**config.mk**
```make
export PLATFORM = sky130hd
export DESIGN_NAME = latch_drv
export DESIGN_NICKNAME = d
export VERILOG_FILES = /design/src/rtl/latch_drv_pkg.sv /design/src/rtl/latch_drv_timer.sv /design/src/rtl/latch_drv.sv
export SDC_FILE = /design/constraint.sdc
export NUM_CORES = 1
export LEC_CHECK = 0
export CORE_MARGIN = 1.5
export CORE_UTILIZATION = 43
export CTS_CLUSTER_DIAMETER = 120
export DETAILED_ROUTE_END_ITERATION = 6
export PLACE_DENSITY_LB_ADDON = 0.05
export REMOVE_ABC_BUFFERS = 1
export SYNTH_ARGS = -nofsm -noshare
export SYNTH_HDL_FRONTEND = slang
export SYNTH_SLANG_ARGS = --single-unit
```
**constraint.sdc**
```tcl
create_clock -name CK -period 1.5 [get_ports CK]
set_input_delay 0.45 -clock CK [delete_from_list [all_inputs] [get_ports CK]]
set_output_delay 0.45 -clock CK [all_outputs]
set_load 0.02 [all_outputs]
```
**src/rtl/latch_drv_pkg.sv**
```systemverilog
// Shared types and constants for the latch_drv write sequencer.
package latch_drv_pkg;

  localparam int unsigned CNT_W = 4;

  typedef enum logic [1:0] {
    IDLE  = 2'd0,
    SETUP = 2'd1,
    OPEN  = 2'd2,
    HOLD  = 2'd3
  } state_t;

  // A phase of n cycles loads n-1 so the timer reads zero in its last cycle.
  function automatic logic [CNT_W-1:0] cyc_to_ld(input int unsigned n);
    return (n == 0) ? '0 : CNT_W'(n - 1);
  endfunction

endpackage

```
**src/rtl/latch_drv_timer.sv**
```systemverilog
// Window timer: 4-bit down-counter, loaded on phase entry, saturating at zero.
module latch_drv_timer
  import latch_drv_pkg::*;
(
  input  logic             CK,
  input  logic             RN,
  input  logic             load,
  input  logic [CNT_W-1:0] load_val,
  output logic [CNT_W-1:0] value,
  output logic             zero
);

  always_ff @(posedge CK or negedge RN) begin
    if (!RN) begin
      value <= '0;
    end else if (load) begin
      value <= load_val;
    end else if (value != '0) begin
      value <= value - 1'b1;
    end
  end

  assign zero = (value == '0);

endmodule

```
**src/rtl/latch_drv.sv**
```systemverilog
// Drives a DLH latch bank: D set up, G pulsed high for a fixed window, then held.
// Optional readback checking of latch Q enabled by LATCH_DRV_READBACK_EN.
module latch_drv
  import latch_drv_pkg::*;
#(
  parameter int unsigned W         = 8,
  parameter int unsigned SETUP_CYC = 1,
  parameter int unsigned OPEN_CYC  = 2
) (
  input  logic         CK,
  input  logic         RN,
  input  logic         in_valid,
  output logic         in_ready,
  input  logic [W-1:0] in_data,
  output logic [W-1:0] lat_d,
  output logic         lat_g,
  output logic         done,
  output logic         err
`ifdef LATCH_DRV_READBACK_EN
  ,
  input  logic [W-1:0] q_fb
`endif
);

  localparam logic [CNT_W-1:0] SETUP_LD  = cyc_to_ld(SETUP_CYC);
  localparam logic [CNT_W-1:0] OPEN_LD   = cyc_to_ld(OPEN_CYC);
  localparam bit               HAS_SETUP = (SETUP_CYC != 0);

  state_t           state, state_nxt;
  logic             xfer;
  logic             tmr_load;
  logic [CNT_W-1:0] tmr_ld_val;
  logic [CNT_W-1:0] tmr_val_unused;
  logic             tmr_zero;

  assign xfer = (state == IDLE) && in_valid;

  latch_drv_timer u_timer (
    .CK       (CK),
    .RN       (RN),
    .load     (tmr_load),
    .load_val (tmr_ld_val),
    .value    (tmr_val_unused),
    .zero     (tmr_zero)
  );

  always_ff @(posedge CK or negedge RN) begin
    if (!RN) begin
      state <= IDLE;
    end else begin
      state <= state_nxt;
    end
  end

  always_comb begin
    state_nxt  = state;
    tmr_load   = 1'b0;
    tmr_ld_val = OPEN_LD;
    case (state)
      IDLE: begin
        if (in_valid) begin
          tmr_load = 1'b1;
          if (HAS_SETUP) begin
            state_nxt  = SETUP;
            tmr_ld_val = SETUP_LD;
          end else begin
            state_nxt  = OPEN;
          end
        end
      end
      SETUP: begin
        if (tmr_zero) begin
          state_nxt = OPEN;
          tmr_load  = 1'b1;
        end
      end
      OPEN: begin
        if (tmr_zero) begin
          state_nxt = HOLD;
        end
      end
      HOLD:    state_nxt = IDLE;
      default: state_nxt = IDLE;
    endcase
  end

  always_comb begin
    in_ready = (state == IDLE);
    done     = (state == HOLD);
  end

  // G is decoded from the next state and registered so it never glitches.
  always_ff @(posedge CK or negedge RN) begin
    if (!RN) begin
      lat_g <= 1'b0;
      lat_d <= '0;
    end else begin
      lat_g <= (state_nxt == OPEN);
      if (xfer) begin
        lat_d <= in_data;
      end
    end
  end

`ifdef LATCH_DRV_READBACK_EN
  always_ff @(posedge CK or negedge RN) begin
    if (!RN) begin
      err <= 1'b0;
    end else if ((state == HOLD) && (q_fb != lat_d)) begin
      err <= 1'b1;
    end
  end
`else
  assign err = 1'b0;
`endif

endmodule

```
==> Word-level counts from Yosys, hierarchy flattened <==
Cells that the tools add are included.
{ "op_classes": {"addsub": 1, "eq_ne": 4, "mux": 11, "reduce_logical": 5} }
{ "ops": {"columns": ["operator", "count"], "rows": [
  ["$mux W4", 2],
  ["$pmux W2 S4", 1],
  ["$eq A2 B2 Y1 const B", 3],
  ["$mux W2", 3],
  ["$logic_not A4 Y1", 1],
  ["$mux W1", 4],
  ["$reduce_bool A4 Y1", 1],
  ["$sub A4 B1 Y4 const B", 1],
  ["$eq A2 B1 Y1 const B", 1],
  ["$logic_not A2 Y1", 1],
  ["$pmux W1 S2", 1],
  ["$reduce_bool A2 Y1", 1],
  ["$logic_and A1 B1 Y1", 1]
]} }
{ "word_totals": {"regBits": 15, "input_bits": 11, "output_inout_bits": 12} }

==> Logic depth before layout (Yosys ltp) <==
{ "depth": {"depth_word": 4, "mapped_depth": 5, "ltp_nobuf": 5} }

==> Cells and area by module <==
Synthesis repeated with hierarchy kept, for this count alone.
{ "hier_totals": {"hier_cells": 56, "area_unflattened_um2": 708.2} }
{ "by_module_without_submodules": {"columns": ["module", "n_inst", "cells_each", "area_per_inst_um2", "seq_area_each_um2"], "rows": [
  ["latch_drv", 1, 34, 474.2, 275.3],
  ["latch_drv_timer", 1, 22, 234.0, 100.1]
]} }

==> Least setup slack after synthesis <==
OpenSTA, ideal clock, no wires.
{ "synth_timing": {"path_type": "reg2reg", "from": "register u_timer.value[0]", "to": "register u_timer.value[0]", "setup_ns": 0.121, "arrival_time_ns": 1.189, "t_required_ns": 1.379, "setup_slack_ns": 0.190, "stages_incl_launch_ff": 6, "n_path_buf": 0, "synth_period_minus_slack_ns": 1.310, "cell_sequence": "dfrtp_1 > inv_1 > ha_1 > nor3b_4 > o211ai_1 > nor3b_1"} }
{ "synth_via": {"elab_chain_len": 4} }
{ "synth_rtl": {"columns": ["element", "line_no", "source"], "rows": [
  ["from (decl)", "latch_drv_timer.sv:9", "output logic [CNT_W-1:0] value,"],
  ["from (signal assigned)", "latch_drv_timer.sv:17", "value <= load_val;"],
  ["from (signal assigned)", "latch_drv_timer.sv:19", "value <= value - 1'b1;"],
  ["parallel branches: the longest is 4 deep, another holds $sub A4 B1 Y4", null, null]
]} }
Parallel ways; which one is timed is not known. The select of a mux whose other input is x is not followed.
A chain may end at the register's enable or synchronous reset.

==> Worst setup path after layout <==
{ "layout_timing": {"from": "register state[1]", "to": "output port done"} }
{ "layout_via": {"elab_chain_len": 1} }
{ "layout_rtl": {"columns": ["element", "line_no", "source"], "rows": [
  ["from (decl)", "latch_drv.sv:29", "state_t state, state_nxt;"],
  ["from (signal assigned)", "latch_drv.sv:51", "state <= state_nxt;"],
  ["$eq A2 B2 Y1", "latch_drv.sv:89", "done = (state == HOLD);"],
  ["to (decl)", "latch_drv.sv:17", "output logic done,"]
]} }
No other way between the ends.

==> impl_metrics.env <==
export IMPL_vias=480
export IMPL_final_period_utilization_pct=96.8
export IMPL_antenna_found_initial=0
export IMPL_powerDensity_nw_per_um2=2030
export IMPL_synth_xor_xnor_area_share_pct=1.24
export IMPL_cp_max_fo=3
export IMPL_min_period_ns=1.45
export IMPL_syn_to_final_growth_pct=38.8
export IMPL_ys_seq_area_share_pct=53.1
export IMPL_synthMuxAreaShare_pct=17.3
export IMPL_layout_drive_gt1_share_pct=33.3
export IMPL_synth_area_leader_cell="dfrtp_1"
export IMPL_synth_compound_area_share_pct=4.60
export IMPL_min_path_type="in -> async"
export IMPL_grt_max_degree=16
export IMPL_rsz0062_at_grt="false"
export IMPL_cts_tree="built"
export IMPL_ys_types=23
export IMPL_start_util_pct=46.4
export IMPL_maxCapViolCount=0
export IMPL_hpwl_um=912
export IMPL_synth_area_per_cell_sq_um=13.1
export IMPL_route_detailed_drc=0
export IMPL_ys_warn_count=0
export IMPL_worstPathArrival_ns=1.00
export IMPL_max_clock_freq_mhz=689
export IMPL_ys_top_cells_by_area="dfrtp_1, mux2_4, nor3b_4, buf_6, mux2_2"
export IMPL_die_h_um=43.5
export IMPL_required_ns=1.05
export IMPL_num_nets_final=97
export IMPL_synthAdderAreaFrac_pct=1.77
export IMPL_place_worst_setup_slack_ns=-0.231
export IMPL_ios=23
export IMPL_post_synth_top_area_fraction_pct=53.1
export IMPL_synth_edf_count=0
export IMPL_fin_area_sq_um=981
export IMPL_grt_overflow=0
export IMPL_synthCells=54
export IMPL_yosysMostFrequentCell="dfrtp_1"
export IMPL_drt_pass1_iter_count=2
export IMPL_peakVddDrop_mv=0.862
export IMPL_ctsHoldBuffers=0
export IMPL_p_total_w=0.00200
export IMPL_place_congestion=0.725
export IMPL_h_tree_depth=1
export IMPL_io_buffers=21
export IMPL_clock_sinks=15
export IMPL_ys_flop_type="dfrtp_1"
export IMPL_grt_pass1_vias=444
export IMPL_cts_root_buf="clkbuf_4"
export IMPL_routedWlPerCell_um=12.0
export IMPL_final_setup_skew_ns=0.00358
export IMPL_start_kind="flip-flop"
export IMPL_synth_seq_cells=15
export IMPL_routed_via_density=4.80
export IMPL_synth_top_family_by_area="multiplexers"
export IMPL_end_kind="output port"
export IMPL_detail_route_antenna_nets=0
export IMPL_cts_buffers=3
export IMPL_fp_dieW_um=43.5
export IMPL_timing_hold_violations_final=0
export IMPL_dieArea_sq_um=1900
export IMPL_critical_path_class="reg -> out"
export IMPL_clock_latency_ns=0.27
export IMPL_fill_cells=131
export IMPL_drtIter0Drc=2
export IMPL_gr_usage_all_layers_pct=14.3
export IMPL_num_rows=14
export IMPL_power_leakage_nw=0.470
export IMPL_clkSlewWorstSetupHoldPaths_ns=0.09
export IMPL_report_final_slew_viol_count=0
export IMPL_n_antenna_cell=0
export IMPL_setup_viol=0
export IMPL_finalWirelength_um=1200
export IMPL_async_flop_share_pct=100
export IMPL_fin_ws_ns=0.0476
export IMPL_synth_area_sq_um=707
export IMPL_status="finished, final reports clean"
export IMPL_synthSimpleGateAreaFrac_pct=15.6
export IMPL_dpl_cell_area_sq_um=952
export IMPL_yosys_top_cells_count="dfrtp_1, mux2_4, nor2_1, inv_1, nor3_1"
export IMPL_cts_buffer_depth=2
export IMPL_grt_first_pass_wirelength_um=2050
export IMPL_core_area_sq_um=1520
placed cells by master (no fill, tap or decap):
| cell | synthesis | routed |
|---|---|---|
| dfrtp_1 | 15 | 15 |
| clkdlybuf4s50_1 | 0 | 10 |
| dlygate4sd2_1 | 0 | 9 |
| buf_4 | 1 | 8 |
| mux2_4 | 6 | 6 |
| nor2_1 | 4 | 4 |
| inv_1 | 3 | 3 |
| nor3_1 | 3 | 3 |
| clkbuf_4 | 0 | 3 |
| nor3b_4 | 2 | 2 |
| nand2_1 | 2 | 2 |
| o211ai_1 | 2 | 2 |
| mux2_2 | 2 | 2 |
| buf_2 | 0 | 2 |
| nand3b_1 | 1 | 1 |
| nor2b_1 | 1 | 1 |
| a211oi_2 | 0 | 1 |
| and2_2 | 1 | 1 |
| o21ai_0 | 1 | 1 |
| xnor2_1 | 1 | 1 |
| or2_2 | 1 | 1 |
| a21oi_1 | 1 | 1 |
| nor3b_1 | 1 | 1 |
| mux2i_1 | 1 | 1 |
| ha_2 | 0 | 1 |
| conb_1 | 1 | 1 |
| clkinv_2 | 0 | 1 |
worst paths after layout:
path | from | end | slack [ns] | cells past startpoint
max | state[1] | done | 0.05 | 2
min | RN | u_timer.value[2] | 0.47 | 2
max reg2reg | u_timer.value[0] | u_timer.value[1] | 0.12 | 6
min reg2reg | lat_d[3] | lat_d[3] | 0.51 | 1
max in group asynchronous | RN | lat_d[3] | 0.85 | 2
min in group CK | lat_d[3] | lat_d[3] | 0.51 | 1
kinds of logic after synthesis:
group	count (synthesis)
buf+inv	6
compound gates	5
xor+xnor	1
other cells	1
fa+ha+maj	1
flops	15
mux	9
simple gates	16
layer usage:
layer  routed length [um]  vias to the layer above  global-route usage (%)
met1                  548                      229                    20.5
met3                   50                        0                    5.42
met4                    0                        0                       0
li1                     -                      240                       -
met5                    0                        -                       0
met2                  603                       11                    22.1
critical path: stages (launching register included):
cell	delay [ns]
dfrtp_1	0.40
and2_2	0.19
buf_2	0.15
area by class of cell:
type                       instances  area (sq um)  area share [%]
clock buffer                       3          22.5            2.30
clock inverter                     1          5.00           0.510
inverter                           3          11.3            1.15
multi-input combinational         33           298            30.4
sequential                        15           375            38.3
tap                               16          20.0            2.04
timing repair buffer              29           249            25.4
per-stage QoR:
| step | instances | TNS [ns] | hold slack, ns | utilization [%] |
|---|---|---|---|---|
| CTS | 100 | 0 | 0.468 | 63.9 |
| global placement | 94 | -2.20 | 0.494 | 62.5 |
| finish | 100 | 0 | 0.471 | 64.4 |
| floorplan | 51 | 0 | 0.154 | - |
| global route | 100 | 0 | 0.482 | 64.4 |
| detailed placement | 94 | -2.30 | 0.498 | 62.5 |
registers in the layout (all words and copies together), names as in the netlist:
name	flops
lat_d	8
u_timer.value	4
state	2
lat_g	1
what timing repair did:
| action | CTS | global route |
|---|---|---|
| setup endpoints to repair | 12 | 3 |
| hold endpoints to repair | 0 | 0 |
| setup buffers | 2 | 0 |
| gates resized for setup | 17 | 2 |
where the power goes:
group / total, W / internal, W / switching [W]
Sequential: 0.000717 / 0.000597 / 0.000120
Clock: 0.000221 / 0.0000987 / 0.000123
Combinational: 0.00106 / 0.000561 / 0.000496
Power figures use the tool's default switching activity.
